--- config.mk ---
export PLATFORM = sky130hd
export DESIGN_NAME = int_to_fp27
export DESIGN_NICKNAME = d
export VERILOG_FILES = /design/src/rtl/int_to_fp27.sv
export SDC_FILE = /design/constraint.sdc
export NUM_CORES = 1
export LEC_CHECK = 0
export ABC_AREA = 1
export CORE_AREA = 2 2 82 84
export CTS_CLUSTER_DIAMETER = 30
export DETAILED_ROUTE_END_ITERATION = 10
export DIE_AREA = 0 0 84 86
export PLACE_DENSITY_LB_ADDON = 0.08
export SLEW_MARGIN = 20
export SYNTH_ARGS = -nofsm -noshare
export SYNTH_HDL_FRONTEND = slang
export SYNTH_SLANG_ARGS = --single-unit
--- constraint.sdc ---
create_clock -name i_clk -period 4.7 [get_ports i_clk]
set_clock_uncertainty 0.2 [all_clocks]
set_input_delay 0.705 -clock i_clk [delete_from_list [all_inputs] [get_ports i_clk]]
set_output_delay 0.705 -clock i_clk [all_outputs]
set_load 0.05 [all_outputs]
--- src/rtl/int_to_fp27.sv ---
// Three-stage signed fixed-point to 27-bit float converter (sign, 8-bit biased exponent, 18-bit mantissa).
// Mantissa is truncated toward zero; zero and idle slots produce 27'h0.
module int_to_fp27 #(
    parameter int unsigned INT_WIDTH = 16,
    parameter int unsigned FRAC_BITS = 0
) (
    input  logic                 i_clk,
    input  logic                 i_reset,
    input  logic                 i_en,
    input  logic                 i_valid,
    input  logic [INT_WIDTH-1:0] i_int,
    output logic                 o_valid,
    output logic [26:0]          o_float
);

    localparam int unsigned POS_W  = $clog2(INT_WIDTH);
    localparam int unsigned MANT_W = 18;
    localparam int unsigned EXP_W  = 8;
    localparam int unsigned EXT_W  = INT_WIDTH + MANT_W;
    localparam int unsigned FLT_W  = 1 + EXP_W + MANT_W;

    // stage 1: sign and magnitude
    logic                 s1_valid_d, s1_valid_q;
    logic                 s1_sign_d,  s1_sign_q;
    logic [INT_WIDTH-1:0] s1_mag_d,   s1_mag_q;

    // stage 2: zero flag and leading-one position
    logic                 s2_valid_d, s2_valid_q;
    logic                 s2_sign_d,  s2_sign_q;
    logic                 s2_zero_d,  s2_zero_q;
    logic [POS_W-1:0]     s2_pos_d,   s2_pos_q;
    logic [INT_WIDTH-1:0] s2_mag_d,   s2_mag_q;

    // stage 3: packed result
    logic                 out_valid_d, out_valid_q;
    logic [FLT_W-1:0]     out_float_d, out_float_q;

    logic [POS_W-1:0]     shamt;
    logic [INT_WIDTH-1:0] norm;
    logic [EXT_W-1:0]     ext;
    logic [MANT_W-1:0]    mant;
    logic [EXP_W-1:0]     expo;

    // Idle slots carry a zero magnitude so o_float reads 0 whenever o_valid is low.
    // The most-negative input negates to 2^(INT_WIDTH-1), which fits unsigned.
    always_comb begin
        s1_valid_d = i_valid;
        s1_sign_d  = 1'b0;
        s1_mag_d   = '0;
        if (i_valid) begin
            s1_sign_d = i_int[INT_WIDTH-1];
            s1_mag_d  = i_int[INT_WIDTH-1] ? (~i_int + INT_WIDTH'(1)) : i_int;
        end
    end

    always_comb begin
        s2_valid_d = s1_valid_q;
        s2_sign_d  = s1_sign_q;
        s2_mag_d   = s1_mag_q;
        s2_zero_d  = (s1_mag_q == '0);
        s2_pos_d   = '0;
        for (int unsigned i = 0; i < INT_WIDTH; i++) begin
            if (s1_mag_q[i]) begin
                s2_pos_d = POS_W'(i);
            end
        end
    end

    // Leading one is shifted to the MSB; the 18 bits beneath it (zero-padded) form the mantissa.
    always_comb begin
        shamt       = POS_W'(INT_WIDTH - 1) - s2_pos_q;
        norm        = s2_mag_q << shamt;
        ext         = {norm, MANT_W'(0)};
        mant        = MANT_W'(ext >> (INT_WIDTH - 1));
        expo        = EXP_W'(127) + EXP_W'(s2_pos_q) - EXP_W'(FRAC_BITS);
        out_valid_d = s2_valid_q;
        out_float_d = s2_zero_q ? '0 : {s2_sign_q, expo, mant};
    end

    always_ff @(posedge i_clk or posedge i_reset) begin
        if (i_reset) begin
            s1_valid_q  <= 1'b0;
            s1_sign_q   <= 1'b0;
            s1_mag_q    <= '0;
            s2_valid_q  <= 1'b0;
            s2_sign_q   <= 1'b0;
            s2_zero_q   <= 1'b0;
            s2_pos_q    <= '0;
            s2_mag_q    <= '0;
            out_valid_q <= 1'b0;
            out_float_q <= '0;
        end else if (i_en) begin
            s1_valid_q  <= s1_valid_d;
            s1_sign_q   <= s1_sign_d;
            s1_mag_q    <= s1_mag_d;
            s2_valid_q  <= s2_valid_d;
            s2_sign_q   <= s2_sign_d;
            s2_zero_q   <= s2_zero_d;
            s2_pos_q    <= s2_pos_d;
            s2_mag_q    <= s2_mag_d;
            out_valid_q <= out_valid_d;
            out_float_q <= out_float_d;
        end
    end

    assign o_valid = out_valid_q;
    assign o_float = out_float_q;

endmodule

==> summary.txt, run 1 <==
Largest net degree at the start of global routing = 48
Status = finished clean
F_max = 345 MHz
Final Hold Vio Count = 0
Core box area = 6280 um^2
Number of synthesized register bits = 64
I/O Buffers = 44
Die Ht = 86 um
# DRC = 0
Setup violators final = 0
Register area share after synthesis = 47.4%
Initial Util = 53.8%
Root Driver = clkbuf_8
Synth unique cells = 37
DR vias = 2815
Reg2reg setup slack = 2.38 ns
Total Wirelength = 6650 um
CTS tree = done
Slew @ Worst Pin = 0.886 ns
Critical Path Slowest Stage Cell = clkdlybuf4s50_1
Min-delay src = o_float[9]
Lkg Pwr = 1.84 nW
DR WL met3 = 271 um
Maximum vdd drop = 303 uV
Antenna fix cells = 0
Max-Cap Viols = 0
Combinational Power Share = 33.8%
Layout area overhead = 18.0%
CTS Hold Bufs = 0
CTS max path bufs = 2
RSZ-0062 raised after global routing = no
Synth Warn # = 0
Mean Syn Cell Area = 7.74 um^2
Mapped Area = 3380 um^2
Crit-path cells = clkdlybuf4s50_1, buf_4, inv_2, nor2_1, inv_1, nor2_2, inv_1, a21oi_1, o21ai_1, nand2_1
Initial antenna violation count = 0
Post-Place Setup Slack = 1.43 ns
Final core utilization = 63.4%
Setup WS post-layout = 1.80 ns
Clock share of power = 24.0%
PostCTS Resize Cnt = 0
Gr ovfl total = 0
Hold WS = 0.281 ns
Final slew viol count = 0
Met2 WL = 3090 um
Ports = 48
GP Congestion = 0.855
WL/cell = 12.1 um
Vias/cell = 5.12
Hold path cells = 2
Share of cells above drive strength 1 = 6.55%
Postcts setup bufs = 0
Cells after Synth = 436
FF-to-FF End = o_float[15]
Cell repeated most along the worst path = inv_1
Clk slew on worst S/H paths = 0.06 ns
Final ANT Viol Nets = 0
FP Rows = 29
Sw power = 0.000622 W
Cts bufs inserted = 9
Metal-1 WL = 3130 um
PwrDens = 414 nW/um^2
First-pass GRT wire length = 12000 um
Fin crit share = 61.6%
Required time worst endpoint = 4.78 ns
Sum Neg Setup Slack = 0 ns
WHS Endpoint = o_float[9]
Largest stage delay, worst path = 0.45 ns
Worst relative slew slack = 40.8%
Highest routed layer = met4
Die area = 7220 um^2
Vias in the first global route = 2676
Clock sink total = 64
Sw Ratio = 37.7%
Final Critical Period = 2.90 ns
R2R cell count = 7
Clock latency on the worst-skew pair = 0.34 ns
Hpwl dp = 4970 um
Nets = 494
Worst-path maximum fanout = 47
Setup CP Type = in -> reg
P_int = 0.00103 W
Critical Path End Type = flip-flop
Data arrival, critical path = 2.97 ns
Die Width = 84 um
Initial drt markers = 113
Startpoint Class = input port
Reg power frac = 42.2%
Worst r2r src = s2_pos_q[0]
Hold/Removal Path Class = reg -> reg
Drt first pass iters = 6
Max H-tree Level = 3
Total GRT Usage = 20.7%
state kept, by name, indices dropped and copies added, names as in the netlist:
| register | count |
|---|---|
| s1_mag_q | 16 |
| s2_mag_q | 15 |
| s1_sign_q | 1 |
| s2_pos_q | 4 |
| o_valid | 1 |
| s2_sign_q | 1 |
| s2_zero_q | 1 |
| out_valid_d | 1 |
| o_float | 23 |
| s1_valid_q | 1 |
cells in the mapped netlist, drive strengths merged:
cell | count | area [um^2]
xnor2 | 1 | 8.76
nand3 | 24 | 145
a22o | 1 | 8.76
clkinv | 3 | 11.3
o22ai | 8 | 50.1
ha | 3 | 37.5
buf | 14 | 75.1
a21oi | 10 | 50.1
a32o | 1 | 10.0
conb | 1 | 3.75
o21a | 1 | 7.51
nor3 | 12 | 86.3
or2 | 1 | 6.26
clkbuf | 10 | 37.5
o32ai | 3 | 26.3
inv | 51 | 191
nor2 | 20 | 85.1
a32oi | 1 | 8.76
o211ai | 9 | 67.6
nand4 | 2 | 12.5
o21ai | 69 | 345
nor4 | 2 | 12.5
o31ai | 1 | 7.51
a31oi | 1 | 6.26
nand2 | 122 | 463
dfrtp | 64 | 1600
mux2i | 1 | 10.0
cell type report:
cell class	instances	area, um^2
clock inverters	1	5.00
clock buffers	12	155
flip-flops and latches	64	1600
well taps	77	96.3
multi-input cells	296	1470
repair buffers	46	455
fillers	581	2290
inverters	54	203
worst max path at each step:
stage,slack [ns],depth (start not counted),endpoint,from
floorplan,2.20,1,o_float[10],i_reset
global placement,1.52,10,o_float[10],i_en
detailed placement,1.43,10,o_float[10],i_en
CTS,1.80,10,o_float[10],i_en
global route,1.53,10,o_float[10],i_en
finish,1.80,10,o_float[10],i_en
metrics by stage:
| step | power [W] | area [um^2] | std cells |
|---|---|---|---|
| 2_1_floorplan | 0.00109 | 3380 | 438 |
| 3_3_place_gp | 0.00125 | 3820 | 537 |
| 3_5_place_dp | 0.00127 | 3820 | 537 |
| 4_1_cts | 0.00166 | 3980 | 550 |
| 5_1_grt | 0.00175 | 3980 | 550 |
| 6_report | 0.00165 | 3980 | 550 |
routing by layer:
metal	vias up	track usage, %
li1	1495	-
met1	1236	26.0
met2	69	34.8
met5	-	0
met3	15	4.91
met4	0	8.65
power by group through the flow:
stage / registers [W] / logic, W / clock network [W]
3_3_place_gp: 0.000703 / 0.000552 / 0
4_1_cts: 0.000697 / 0.000561 / 0.000407
6_report: 0.000696 / 0.000557 / 0.000396
2_1_floorplan: 0.000840 / 0.000254 / 0
3_5_place_dp: 0.000707 / 0.000559 / 0
5_1_grt: 0.000711 / 0.000611 / 0.000432
worst max-delay path: cells and delay by family:
family,cells,cell delay [ns]
compound gates,2,0.22
simple gates,3,0.52
buf+inv,5,1.52
cells by family after synthesis:
family          count (synthesis)  synth area share [%]
compound gates                105                  17.4
buf+inv                        78                  9.34
other cells                     1                 0.111
simple gates                  183                  24.0
flops                          64                  47.4
fa+ha+maj                       3                  1.11
mux                             1                 0.297
xor+xnor                        1                 0.259
placed cells by master (no fill, tap or decap), types with 9 or more instances in the layout:
| cell type | synthesis | layout |
|---|---|---|
| nor2_1 | 18 | 18 |
| o21ai_0 | 67 | 67 |
| a21oi_1 | 10 | 10 |
| nand2_1 | 120 | 120 |
| inv_1 | 49 | 48 |
| nand3_1 | 19 | 19 |
| clkdlybuf4s50_1 | 0 | 44 |
| o211ai_1 | 9 | 9 |
| clkbuf_8 | 0 | 11 |
| dfrtp_1 | 64 | 64 |
Note: power is estimated with default switching activity, not from simulation.
==> inputs of run 2 (changes only) <==
==> constraint.sdc (replaced) <==
create_clock -name i_clk -period 2.8 [get_ports i_clk]
set_clock_uncertainty 0.2 [all_clocks]
set_input_delay 0.42 -clock i_clk [delete_from_list [all_inputs] [get_ports i_clk]]
set_output_delay 0.42 -clock i_clk [all_outputs]
set_load 0.05 [all_outputs]
==> summary.txt, run 2 (same netlist as run 1, synthesis figures left out) <==
Setup violators final = 0 (unchanged)
FF-to-FF End = o_float[9] (was o_float[15])
Setup WS post-layout = 0.634 ns (was 1.80 ns)
Gr ovfl total = 0 (unchanged)
Layout fillers = 575 (was 581)
Delay-heaviest family, CP = compound AO/OA/AOI/OAI gates (was buffers and inverters)
Worst setup endpoint = o_float[9] (was o_float[10])
Crit path launch = s2_pos_q[1] (was i_en)
RSZ-0062 raised after global routing = no (unchanged)
Total GRT Usage = 20.9% (was 20.7%)
Cell repeated most along the worst path = o21ai_0 (was inv_1)
Data arrival, critical path = 2.18 ns (was 2.97 ns)
Cts bufs inserted = 9 (unchanged)
Layout area overhead = 21.6% (was 18.0%)
R2R cell count = 5 (was 7)
Vias/cell = 5.13 (was 5.12)
Worst-path maximum fanout = 18 (was 47)
Largest net degree at the start of global routing = 43 (was 48)
Hpwl dp = 5070 um (was 4970 um)
Vias in the first global route = 2768 (was 2676)
Max-Cap Viols = 0 (unchanged)
Total Wirelength = 6770 um (was 6650 um)
Final ANT Viol Nets = 0 (unchanged)
Reg2reg setup slack = 0.63 ns (was 2.38 ns)
Sum Neg Setup Slack = 0 ns (unchanged)
Worst r2r src = s2_pos_q[1] (was s2_pos_q[0])
# DRC = 0 (unchanged)
Core box area = 6280 um^2 (unchanged)
Leading cell types in the layout, fill and taps excluded = nand2_1, o21ai_0, dfrtp_1, inv_1, clkdlybuf4s50_1 (unchanged)
Max reg flops = 23 (unchanged)
Largest stage delay, worst path = 0.56 ns (was 0.45 ns)
Post-Place Setup Slack = 0.264 ns (was 1.43 ns)
WL/cell = 12.1 um (about the same)
Slew @ Worst Pin = 0.497 ns (was 0.886 ns)
Die area = 7220 um^2 (unchanged)
Share of cells above drive strength 1 = 7.90% (was 6.55%)
Initial drt markers = 144 (was 113)
Initial Util = 53.8% (unchanged)
Crit-path cells = clkinv_1, nand3_1, o21ai_0, o21ai_0, o21ai_0 (was clkdlybuf4s50_1, buf_4, inv_2, nor2_1, inv_1, nor2_2, inv_1, a21oi_1, o21ai_1, nand2_1)
GP Congestion = 0.920 (was 0.855)
Final instance area = 4110 um^2 (was 3980 um^2)
Dpl cell area = 3870 um^2 (was 3820 um^2)
CTS tree = done (unchanged)
FP Rows = 29 (unchanged)
Required time worst endpoint = 2.82 ns (was 4.78 ns)
Die Ht = 86 um (unchanged)
Critical Path End Type = flip-flop (unchanged)
Crit path depth = 5 (was 10)
Drt first pass iters = 4 (was 6)
Hold/Removal Path Class = in -> async (was reg -> reg)
Lkg Pwr = 1.90 nW (was 1.84 nW)
Startpoint Class = flip-flop (was input port)
Critical Path Slowest Stage Cell = dfrtp_1 (was clkdlybuf4s50_1)
Clock sink total = 64 (unchanged)
Nets = 499 (was 494)
F_max = 462 MHz
First-pass GRT wire length = 12200 um (was 12000 um)
Initial antenna violation count = 0 (unchanged)
Max H-tree Level = 3 (unchanged)
CTS Hold Bufs = 0 (unchanged)
Root Driver = clkbuf_8 (unchanged)
Buf/Inv on CP = 1 (was 5)
Maximum vdd drop = 496 uV (was 303 uV)
Final Hold Vio Count = 0 (unchanged)
Total power = 0.00303 W (was 0.00165 W)
Fin crit share = 77.4%
Status = finished clean (unchanged)
I/O Buffers = 44 (unchanged)
Final Critical Period = 2.17 ns
Worst relative slew slack = 66.7% (was 40.8%)
Setup CP Type = reg -> reg (was in -> reg)
DR vias = 2860 (was 2815)
Clock latency on the worst-skew pair = 0.34 ns (about the same)
CTS max path bufs = 2 (unchanged)
Antenna fix cells = 0 (unchanged)
Clk slew on worst S/H paths = 0.07 ns (was 0.06 ns)
Leading cell type in the layout, fill and taps excluded = nand2_1 (unchanged)
Ports = 48 (unchanged)
Final slew viol count = 0 (unchanged)
Die Width = 84 um (unchanged)
Postcts setup bufs = 0 (unchanged)
PostCTS Resize Cnt = 0 (unchanged)
PwrDens = 737 nW/um^2 (was 414 nW/um^2)
-- run 2: cell count changes in the layout (fill, tap and decap cells not counted), sizes merged --
cell    change
buf         +5
bufinv      +2
clkbuf      +2
clkinv      -1
-- run 2: worst min-delay path by stage --
stage	startpoint	endpoint	slack, ns	cells past startpoint
3_3_place_gp	s1_valid_q	s1_valid_q	0.25	2
4_1_cts	i_reset	o_float[20]	0.24	2
5_1_grt	i_reset	o_float[11]	0.27	2
3_5_place_dp	s1_mag_q[5]	s2_mag_q[5]	0.27	2
2_1_floorplan	s1_valid_q	s1_valid_q	0.24	2
6_report	i_reset	o_float[20]	0.22	2
-- run 2: layout make-up --
cell class	instances	area (um^2)	area share, %
clock buffer	14	173	4.21
clock inverter	2	60.1	1.46
inverter	54	203	4.94
multi-input combinational	296	1470	35.7
sequential	64	1600	39.0
tap	77	96.3	2.35
timing repair buffer	51	505	12.3
-- run 2: per-stage QoR --
| stage | std cells | util, % | hold slack [ns] |
|---|---|---|---|
| after detailed placement | 542 | 61.7 | 0.268 |
| after floorplan | 438 | - | 0.242 |
| after global routing | 558 | 65.4 | 0.268 |
| after CTS | 558 | 65.4 | 0.244 |
| final | 558 | 65.4 | 0.222 |
| after global placement | 542 | 61.7 | 0.255 |
-- run 2: where the power goes --
part           internal [W]  switching, W
clock              0.000575      0.000340
sequential          0.00106     0.0000803
combinational      0.000322      0.000648
total               0.00196       0.00107
-- run 2: metal layers --
metal / track usage (%) / routed length, um
met5: 0 / 0
met4: 11.3 / 167
met3: 3.37 / 224
met2: 35.3 / 3210
met1: 25.8 / 3170
-- run 2: worst register-to-register path: cells and delay by family, from the launching register on --
family          cells  cell delay [ns]
compound gates      3             0.60
flops               1             0.56
buf+inv             1             0.49
simple gates        1             0.18
